<file path="src/rtl/syn_gpu_div_mc.sv">
`default_nettype none
// ============================================================================
// Module      : syn_gpu_div_mc
// Description : Iterative radix-4 divider slave for the GPU mulberry bus.
//               MID-tagged requests are queued in order, divided one at a
//               time (signed or unsigned, with divide-by-zero detection)
//               and answered with a MID-tagged {quotient, remainder}.
// Revision    : 1.0 - initial release
// ============================================================================
module syn_gpu_div_mc #(
    parameter int WIDTH      = 16,
    parameter int MID_W      = 4,
    parameter int MID_IDLE   = 0,
    parameter int FIFO_DEPTH = 2
) (
    input  logic                 clk_ir,
    input  logic                 rst_ir,
    input  logic [MID_W-1:0]     div_req_mid,
    input  logic [2*WIDTH-1:0]   div_req_data,
    input  logic                 div_req_signed,
    output logic                 div_busy,
    output logic                 div_drop,
    output logic [MID_W-1:0]     div_rsp_mid,
    output logic [2*WIDTH-1:0]   div_rsp_data,
    output logic                 div_rsp_dz
);

    // ------------------------------------------------------------------
    // Constants
    // ------------------------------------------------------------------
    localparam int C_ENTRY_W = MID_W + 1 + 2 * WIDTH;
    localparam int C_PTR_W   = $clog2(FIFO_DEPTH);
    localparam int C_CNT_W   = $clog2(FIFO_DEPTH + 1);
    localparam int C_ITER_W  = $clog2(WIDTH / 2 + 1);
    localparam int C_PW      = WIDTH + 2;

    localparam logic [MID_W-1:0]    C_MID_IDLE  = MID_IDLE[MID_W-1:0];
    localparam logic [C_CNT_W-1:0]  C_FULL_CNT  = C_CNT_W'(FIFO_DEPTH);
    localparam logic [C_ITER_W-1:0] C_ITER_INIT = C_ITER_W'(WIDTH / 2);

    localparam logic [2:0] S_IDLE = 3'd0;
    localparam logic [2:0] S_LOAD = 3'd1;
    localparam logic [2:0] S_ITER = 3'd2;
    localparam logic [2:0] S_FIX  = 3'd3;
    localparam logic [2:0] S_RSP  = 3'd4;

    // ------------------------------------------------------------------
    // Request queue
    // ------------------------------------------------------------------
    logic [C_ENTRY_W-1:0] r_fifo [FIFO_DEPTH];
    logic [C_PTR_W-1:0]   r_wr_ptr;
    logic [C_PTR_W-1:0]   r_rd_ptr;
    logic [C_CNT_W-1:0]   r_count;
    logic                 r_drop;

    logic                 w_req_valid;
    logic                 w_full;
    logic                 w_not_empty;
    logic                 w_push;
    logic                 w_pop;
    logic [C_ENTRY_W-1:0] w_head;

    assign w_req_valid = (div_req_mid != C_MID_IDLE);
    assign w_full      = (r_count == C_FULL_CNT);
    assign w_not_empty = (r_count != '0);
    assign w_push      = w_req_valid && !w_full;
    assign w_head      = r_fifo[r_rd_ptr];

    // Queue storage; contents are meaningless while the count says empty,
    // so the array itself needs no reset.
    always_ff @(posedge clk_ir) begin
        if (w_push) begin
            r_fifo[r_wr_ptr] <= {div_req_mid, div_req_signed, div_req_data};
        end
    end

    // Queue pointers, occupancy and the one-cycle drop indication.
    always_ff @(posedge clk_ir or posedge rst_ir) begin
        if (rst_ir) begin
            r_wr_ptr <= '0;
            r_rd_ptr <= '0;
            r_count  <= '0;
            r_drop   <= 1'b0;
        end else begin
            r_drop <= w_req_valid && w_full;
            if (w_push) begin
                r_wr_ptr <= r_wr_ptr + C_PTR_W'(1);
            end
            if (w_pop) begin
                r_rd_ptr <= r_rd_ptr + C_PTR_W'(1);
            end
            case ({w_push, w_pop})
                2'b10:   r_count <= r_count + C_CNT_W'(1);
                2'b01:   r_count <= r_count - C_CNT_W'(1);
                default: r_count <= r_count;
            endcase
        end
    end

    // ------------------------------------------------------------------
    // Control FSM
    // ------------------------------------------------------------------
    logic [2:0]          r_state;
    logic [2:0]          w_state_next;
    logic [C_ITER_W-1:0] r_iter;
    logic                w_dz;
    logic                w_rsp_load_dz;
    logic                w_rsp_load_fix;
    logic                w_rsp_clear;
    logic                w_prep;
    logic                w_step;

    // State register.
    always_ff @(posedge clk_ir or posedge rst_ir) begin
        if (rst_ir) begin
            r_state <= S_IDLE;
        end else begin
            r_state <= w_state_next;
        end
    end

    // Next-state decode.
    always_comb begin
        w_state_next = r_state;
        case (r_state)
            S_IDLE: if (w_not_empty) w_state_next = S_LOAD;
            S_LOAD: w_state_next = w_dz ? S_RSP : S_ITER;
            S_ITER: if (r_iter == C_ITER_W'(1)) w_state_next = S_FIX;
            S_FIX:  w_state_next = S_RSP;
            S_RSP:  w_state_next = w_not_empty ? S_LOAD : S_IDLE;
            default: w_state_next = S_IDLE;
        endcase
    end

    // Per-state control strobes for the queue and datapath.
    always_comb begin
        w_pop          = 1'b0;
        w_prep         = 1'b0;
        w_step         = 1'b0;
        w_rsp_load_dz  = 1'b0;
        w_rsp_load_fix = 1'b0;
        w_rsp_clear    = 1'b0;
        case (r_state)
            S_IDLE: w_pop = w_not_empty;
            S_LOAD: begin
                w_prep        = 1'b1;
                w_rsp_load_dz = w_dz;
            end
            S_ITER: w_step = 1'b1;
            S_FIX:  w_rsp_load_fix = 1'b1;
            S_RSP: begin
                w_rsp_clear = 1'b1;
                w_pop       = w_not_empty;
            end
            default: ;
        endcase
    end

    // ------------------------------------------------------------------
    // Datapath
    // ------------------------------------------------------------------
    logic [MID_W-1:0] r_mid;
    logic             r_signed;
    logic [WIDTH-1:0] r_dividend;
    logic [WIDTH-1:0] r_divisor;
    logic             r_sn;
    logic             r_sd;
    logic [WIDTH-1:0] r_num;
    logic [WIDTH-1:0] r_q;
    logic [WIDTH-1:0] r_p;
    logic [C_PW-1:0]  r_d1;
    logic [C_PW-1:0]  r_d2;
    logic [C_PW-1:0]  r_d3;

    logic             w_sn;
    logic             w_sd;
    logic [WIDTH-1:0] w_abs_n;
    logic [WIDTH-1:0] w_abs_d;
    logic [C_PW-1:0]  w_d1;
    logic [C_PW-1:0]  w_d2;

    // Operand sign capture and magnitudes; the most-negative value keeps
    // its bit pattern, which is the correct unsigned magnitude.
    assign w_dz    = (r_divisor == '0);
    assign w_sn    = r_signed && r_dividend[WIDTH-1];
    assign w_sd    = r_signed && r_divisor[WIDTH-1];
    assign w_abs_n = w_sn ? -r_dividend : r_dividend;
    assign w_abs_d = w_sd ? -r_divisor  : r_divisor;
    assign w_d1    = C_PW'(w_abs_d);
    assign w_d2    = C_PW'({w_abs_d, 1'b0});

    logic [C_PW-1:0]  w_p_ext;
    logic [C_PW-1:0]  w_sub;
    logic [1:0]       w_digit;
    logic [WIDTH-1:0] w_p_rem;

    assign w_p_ext = {r_p, r_num[WIDTH-1 -: 2]};

    // Radix-4 digit selection: largest multiple of d not exceeding P'.
    always_comb begin
        w_digit = 2'd0;
        w_sub   = '0;
        if (w_p_ext >= r_d3) begin
            w_digit = 2'd3;
            w_sub   = r_d3;
        end else if (w_p_ext >= r_d2) begin
            w_digit = 2'd2;
            w_sub   = r_d2;
        end else if (w_p_ext >= r_d1) begin
            w_digit = 2'd1;
            w_sub   = r_d1;
        end
    end

    // The remainder is always below d, so it fits in WIDTH bits.
    assign w_p_rem = WIDTH'(w_p_ext - w_sub);

    logic [WIDTH-1:0] w_q_fix;
    logic [WIDTH-1:0] w_r_fix;

    // Truncating-division sign fix-up; the remainder follows the dividend.
    assign w_q_fix = (r_sn ^ r_sd) ? -r_q : r_q;
    assign w_r_fix = r_sn ? -r_p : r_p;

    // Operand latch, precompute and iteration registers.
    always_ff @(posedge clk_ir or posedge rst_ir) begin
        if (rst_ir) begin
            r_mid      <= C_MID_IDLE;
            r_signed   <= 1'b0;
            r_dividend <= '0;
            r_divisor  <= '0;
            r_sn       <= 1'b0;
            r_sd       <= 1'b0;
            r_num      <= '0;
            r_q        <= '0;
            r_p        <= '0;
            r_d1       <= '0;
            r_d2       <= '0;
            r_d3       <= '0;
            r_iter     <= '0;
        end else begin
            if (w_pop) begin
                {r_mid, r_signed, r_dividend, r_divisor} <= w_head;
            end
            if (w_prep) begin
                r_sn   <= w_sn;
                r_sd   <= w_sd;
                r_num  <= w_abs_n;
                r_q    <= '0;
                r_p    <= '0;
                r_d1   <= w_d1;
                r_d2   <= w_d2;
                r_d3   <= w_d1 + w_d2;
                r_iter <= C_ITER_INIT;
            end
            if (w_step) begin
                r_p    <= w_p_rem;
                r_q    <= {r_q[WIDTH-3:0], w_digit};
                r_num  <= {r_num[WIDTH-3:0], 2'b00};
                r_iter <= r_iter - C_ITER_W'(1);
            end
        end
    end

    // ------------------------------------------------------------------
    // Response registers
    // ------------------------------------------------------------------
    logic [MID_W-1:0]   r_rsp_mid;
    logic [2*WIDTH-1:0] r_rsp_data;
    logic               r_rsp_dz;

    // Response is loaded on the edge into RSP; the tag lasts one cycle
    // while data and dz hold until the next response.
    always_ff @(posedge clk_ir or posedge rst_ir) begin
        if (rst_ir) begin
            r_rsp_mid  <= C_MID_IDLE;
            r_rsp_data <= '0;
            r_rsp_dz   <= 1'b0;
        end else if (w_rsp_load_dz) begin
            r_rsp_mid  <= r_mid;
            r_rsp_data <= {{WIDTH{1'b1}}, r_dividend};
            r_rsp_dz   <= 1'b1;
        end else if (w_rsp_load_fix) begin
            r_rsp_mid  <= r_mid;
            r_rsp_data <= {w_q_fix, w_r_fix};
            r_rsp_dz   <= 1'b0;
        end else if (w_rsp_clear) begin
            r_rsp_mid  <= C_MID_IDLE;
        end
    end

    assign div_busy     = w_full;
    assign div_drop     = r_drop;
    assign div_rsp_mid  = r_rsp_mid;
    assign div_rsp_data = r_rsp_data;
    assign div_rsp_dz   = r_rsp_dz;

endmodule
`default_nettype wire

</file>
<file path="config.mk">
export PLATFORM = sky130hd
export DESIGN_NAME = syn_gpu_div_mc
export DESIGN_NICKNAME = d
export VERILOG_FILES = /design/src/rtl/syn_gpu_div_mc.sv
export SDC_FILE = /design/constraint.sdc
export NUM_CORES = 1
export LEC_CHECK = 0
export CORE_AREA = 5 5 235 237
export CTS_BUF_LIST = sky130_fd_sc_hd__clkbuf_8
export CTS_CLUSTER_SIZE = 16
export DETAILED_ROUTE_END_ITERATION = 7
export DIE_AREA = 0 0 240 242
export MAX_ROUTING_LAYER = met4
export SETUP_SLACK_MARGIN = 0.4
export SLEW_MARGIN = 20
export SYNTH_ARGS = -nofsm -noshare
export SYNTH_HDL_FRONTEND = slang
export SYNTH_SLANG_ARGS = --single-unit
export TNS_END_PERCENT = 50
</file>
<file path="constraint.sdc">
create_clock -name clk_ir -period 13.97 [get_ports clk_ir]
set_input_delay 4.191 -clock clk_ir [delete_from_list [all_inputs] [get_ports clk_ir]]
set_output_delay 4.191 -clock clk_ir [all_outputs]
set_load 0.05 [all_outputs]
</file>
==> reports/results.ini <==
[floorplanning]
boundaryPins = 78
core_mm2 = 0.0531
die_x_um = 240
dieArea_mm2 = 0.0581
placementRows = 85
start_util_pct = 24.5
die_h_um = 242

[setup_path]
crit_arrival_ns = 2.09
rr_endpoint = r_p[12]
cp-end-kind = primary output
r2r_start = r_p[7]
cp_max_fo = 4
reg2reg_depth = 18
cp-start-kind = register
cp.required_ns = 9.78
crit_type = reg -> out
reg2reg_slack_ns = 8.59

[logic_synthesis]
ys.flop_type = dfrtp_1
syn-instance-count = 1293
synth_fp_nets = 1423
synth_area_mm2 = 0.0130
synth.largest_area_cell = dfrtp_1
yosys_warnings = 0
synth_async_sr_flop_share_pct = 69.5
syn_avg_cell_area_um2 = 10.1
synth_cell_types = 67
synth_seq_cells = 243
synth_edf_count = 74
synth_top_area_share_pct = 32.5
yosys-top-cells-area = dfrtp_1 32%, edfxtp_1 17%, ha_1 8.6%
yosysSeqAreaShare_pct = 49.5

[place]
routabilityCongestion = 0.836
dpl.hpwl_um = 23400
port_buffers = 77
place_ws_ns = 7.47

[global_routing]
busiest_layer = met2
grt_max_degree = 107
grt.total_usage_pct = 11.4
grt_pass1_wl_um = 53200
use_met2_pct = 17.5
antenna_found_initial = 1
grt_pass1_vias = 9875
grt_use_met3_pct = 2.25
overflow = 0
grt_util_met1_pct = 15.7

[hold_path]
min_path_type = reg -> reg
min_path_cells = 1
hold_path_end = r_iter[3]
min-delay-start = r_iter[3]

[sta]
tightest_slew_ns = 0.988
finalMaxSlewViolations = 0
fin_ws_ns = 7.69
rsz0062_at_grt = false
relSlewSlack_pct = 34.0
finClkSkew_ns = 0.0350
timing.fmax_mhz = 159
finalCriticalPeriod_ns = 6.28
hold_viol_final = 0
setup_viol = 0
final.period_utilization_pct = 45.0
timing.setup.tns_ns = 0

[clocking]
cts_tree = done
clk_latency_ns = 0.58
cts_sinks = 243
cts_buffer_depth = 3
ctsHoldBuffers = 0
cts_setup_buffers = 0
clk_pin_slew_ns = 0.06
cts-buffers-inserted = 41
post_cts_resized = 0
cts_max_level = 2
cts_root_buf = clkbuf_8

[detailed_routing]
dr_total_vias = 9772
routed_wl_um = 32400
drtIter0Drc = 615
drc = 0
wl_per_cell_um = 15.5
ant_nets = 0
viasPerCell = 4.66
drtPass1Iterations = 5

[run_status]
status = completed

[finish]
finalNetCount = 1502
syn2layout_area_growth_pct = 18.2
drive_gt1_share_pct = 6.50
layout_common_cells = 168 x dfrtp_1, 138 x nand2_1, 124 x o21ai_0, 107 x nor2_1, 95 x a21oi_1
final_common_cell = dfrtp_1

[flow_run]
cap_violations = 0

==> how the worst max path moves through the flow <==
stage | from | endpoint
floorplan | rst_ir | div_drop
global route | r_count[0] | div_busy
finish | r_count[0] | div_busy
CTS | r_count[0] | div_busy
detailed placement | div_req_mid[0] | r_fifo[0][19]
global placement | div_req_mid[1] | r_fifo[1][10]
==> critical path, stage by stage (launching register included) <==
cell,delay (ns)
dfrtp_1,0.42
nor2b_1,0.24
clkdlybuf4s50_1,0.85
==> state kept, by name, indices dropped and copies added, names as in the netlist, 2 cells and up <==
register and flops:
div_rsp_data 32, r_q 16, r_dividend 16, r_mid 4
r_state 3, r_divisor 16, r_num 16, div_rsp_mid 4
r_fifo 74, r_count 2, r_p 16, r_d3 18
r_d2 15, r_iter 4
==> layer usage <==
metal / up-vias / share of wire, % / routed length (um)
met1: 4730 / 48 / 15600
met2: 192 / 46 / 14800
met4: 0 / 1.5 / 486
met5: - / 0 / 0
li1: 4811 / - / -
met3: 39 / 4.6 / 1480
==> cells by family after synthesis <==
kind of cell	after synthesis	synth area share (%)
compound gates	362	17.2
simple gates	355	12.3
flops	243	49.5
buf+inv	121	3.56
fa+ha+maj	91	8.86
xor+xnor	79	5.31
mux	42	3.24
==> cell usage after synthesis, drive strengths merged, types with 3 or more instances <==
cell / n
or2: 6
a21o: 19
nand3: 17
o41ai: 6
nand2: 138
a21oi: 95
nor4: 12
or4: 6
and2: 4
clkbuf: 42
o31ai: 14
nand2b: 7
or3: 5
o31a: 3
o211ai: 4
xor2: 42
o21a: 10
nor2b: 10
a221oi: 13
o21ai: 129
nor2: 111
a31oi: 9
buf: 12
nand4: 4
edfxtp: 74
dfrtp: 169
ha: 89
a22oi: 13
nand3b: 7
xnor2: 37
inv: 67
o21bai: 4
mux2i: 41
a22o: 13
a211oi: 7
nor3: 20
==> through the flow <==
step / hold WS (ns) / instances / util [%] / area [um^2]
after global placement: 0.452 / 2023 / 27.5 / 14600
after CTS: 0.472 / 2093 / 28.9 / 15300
after detailed placement: 0.461 / 2023 / 27.5 / 14600
final: 0.477 / 2096 / 29.0 / 15400
after global routing: 0.497 / 2096 / 29.0 / 15400
after floorplan: 0.439 / 1293 / - / 13000
==> layout make-up <==
cell class | instances | area, um^2
Sequential cell | 243 | 6450
Timing Repair Buffer | 90 | 908
Inverter | 67 | 259
Multi-Input combinational cell | 929 | 6140
Clock buffer | 42 | 578
Fill cell | 5502 | 37700
Antenna cell | 1 | 2.50
Tap cell | 696 | 871
Clock inverter | 28 | 188
Power is not shown: default switching activity piles up to over one toggle a cycle in this logic, so the estimate is an artifact.
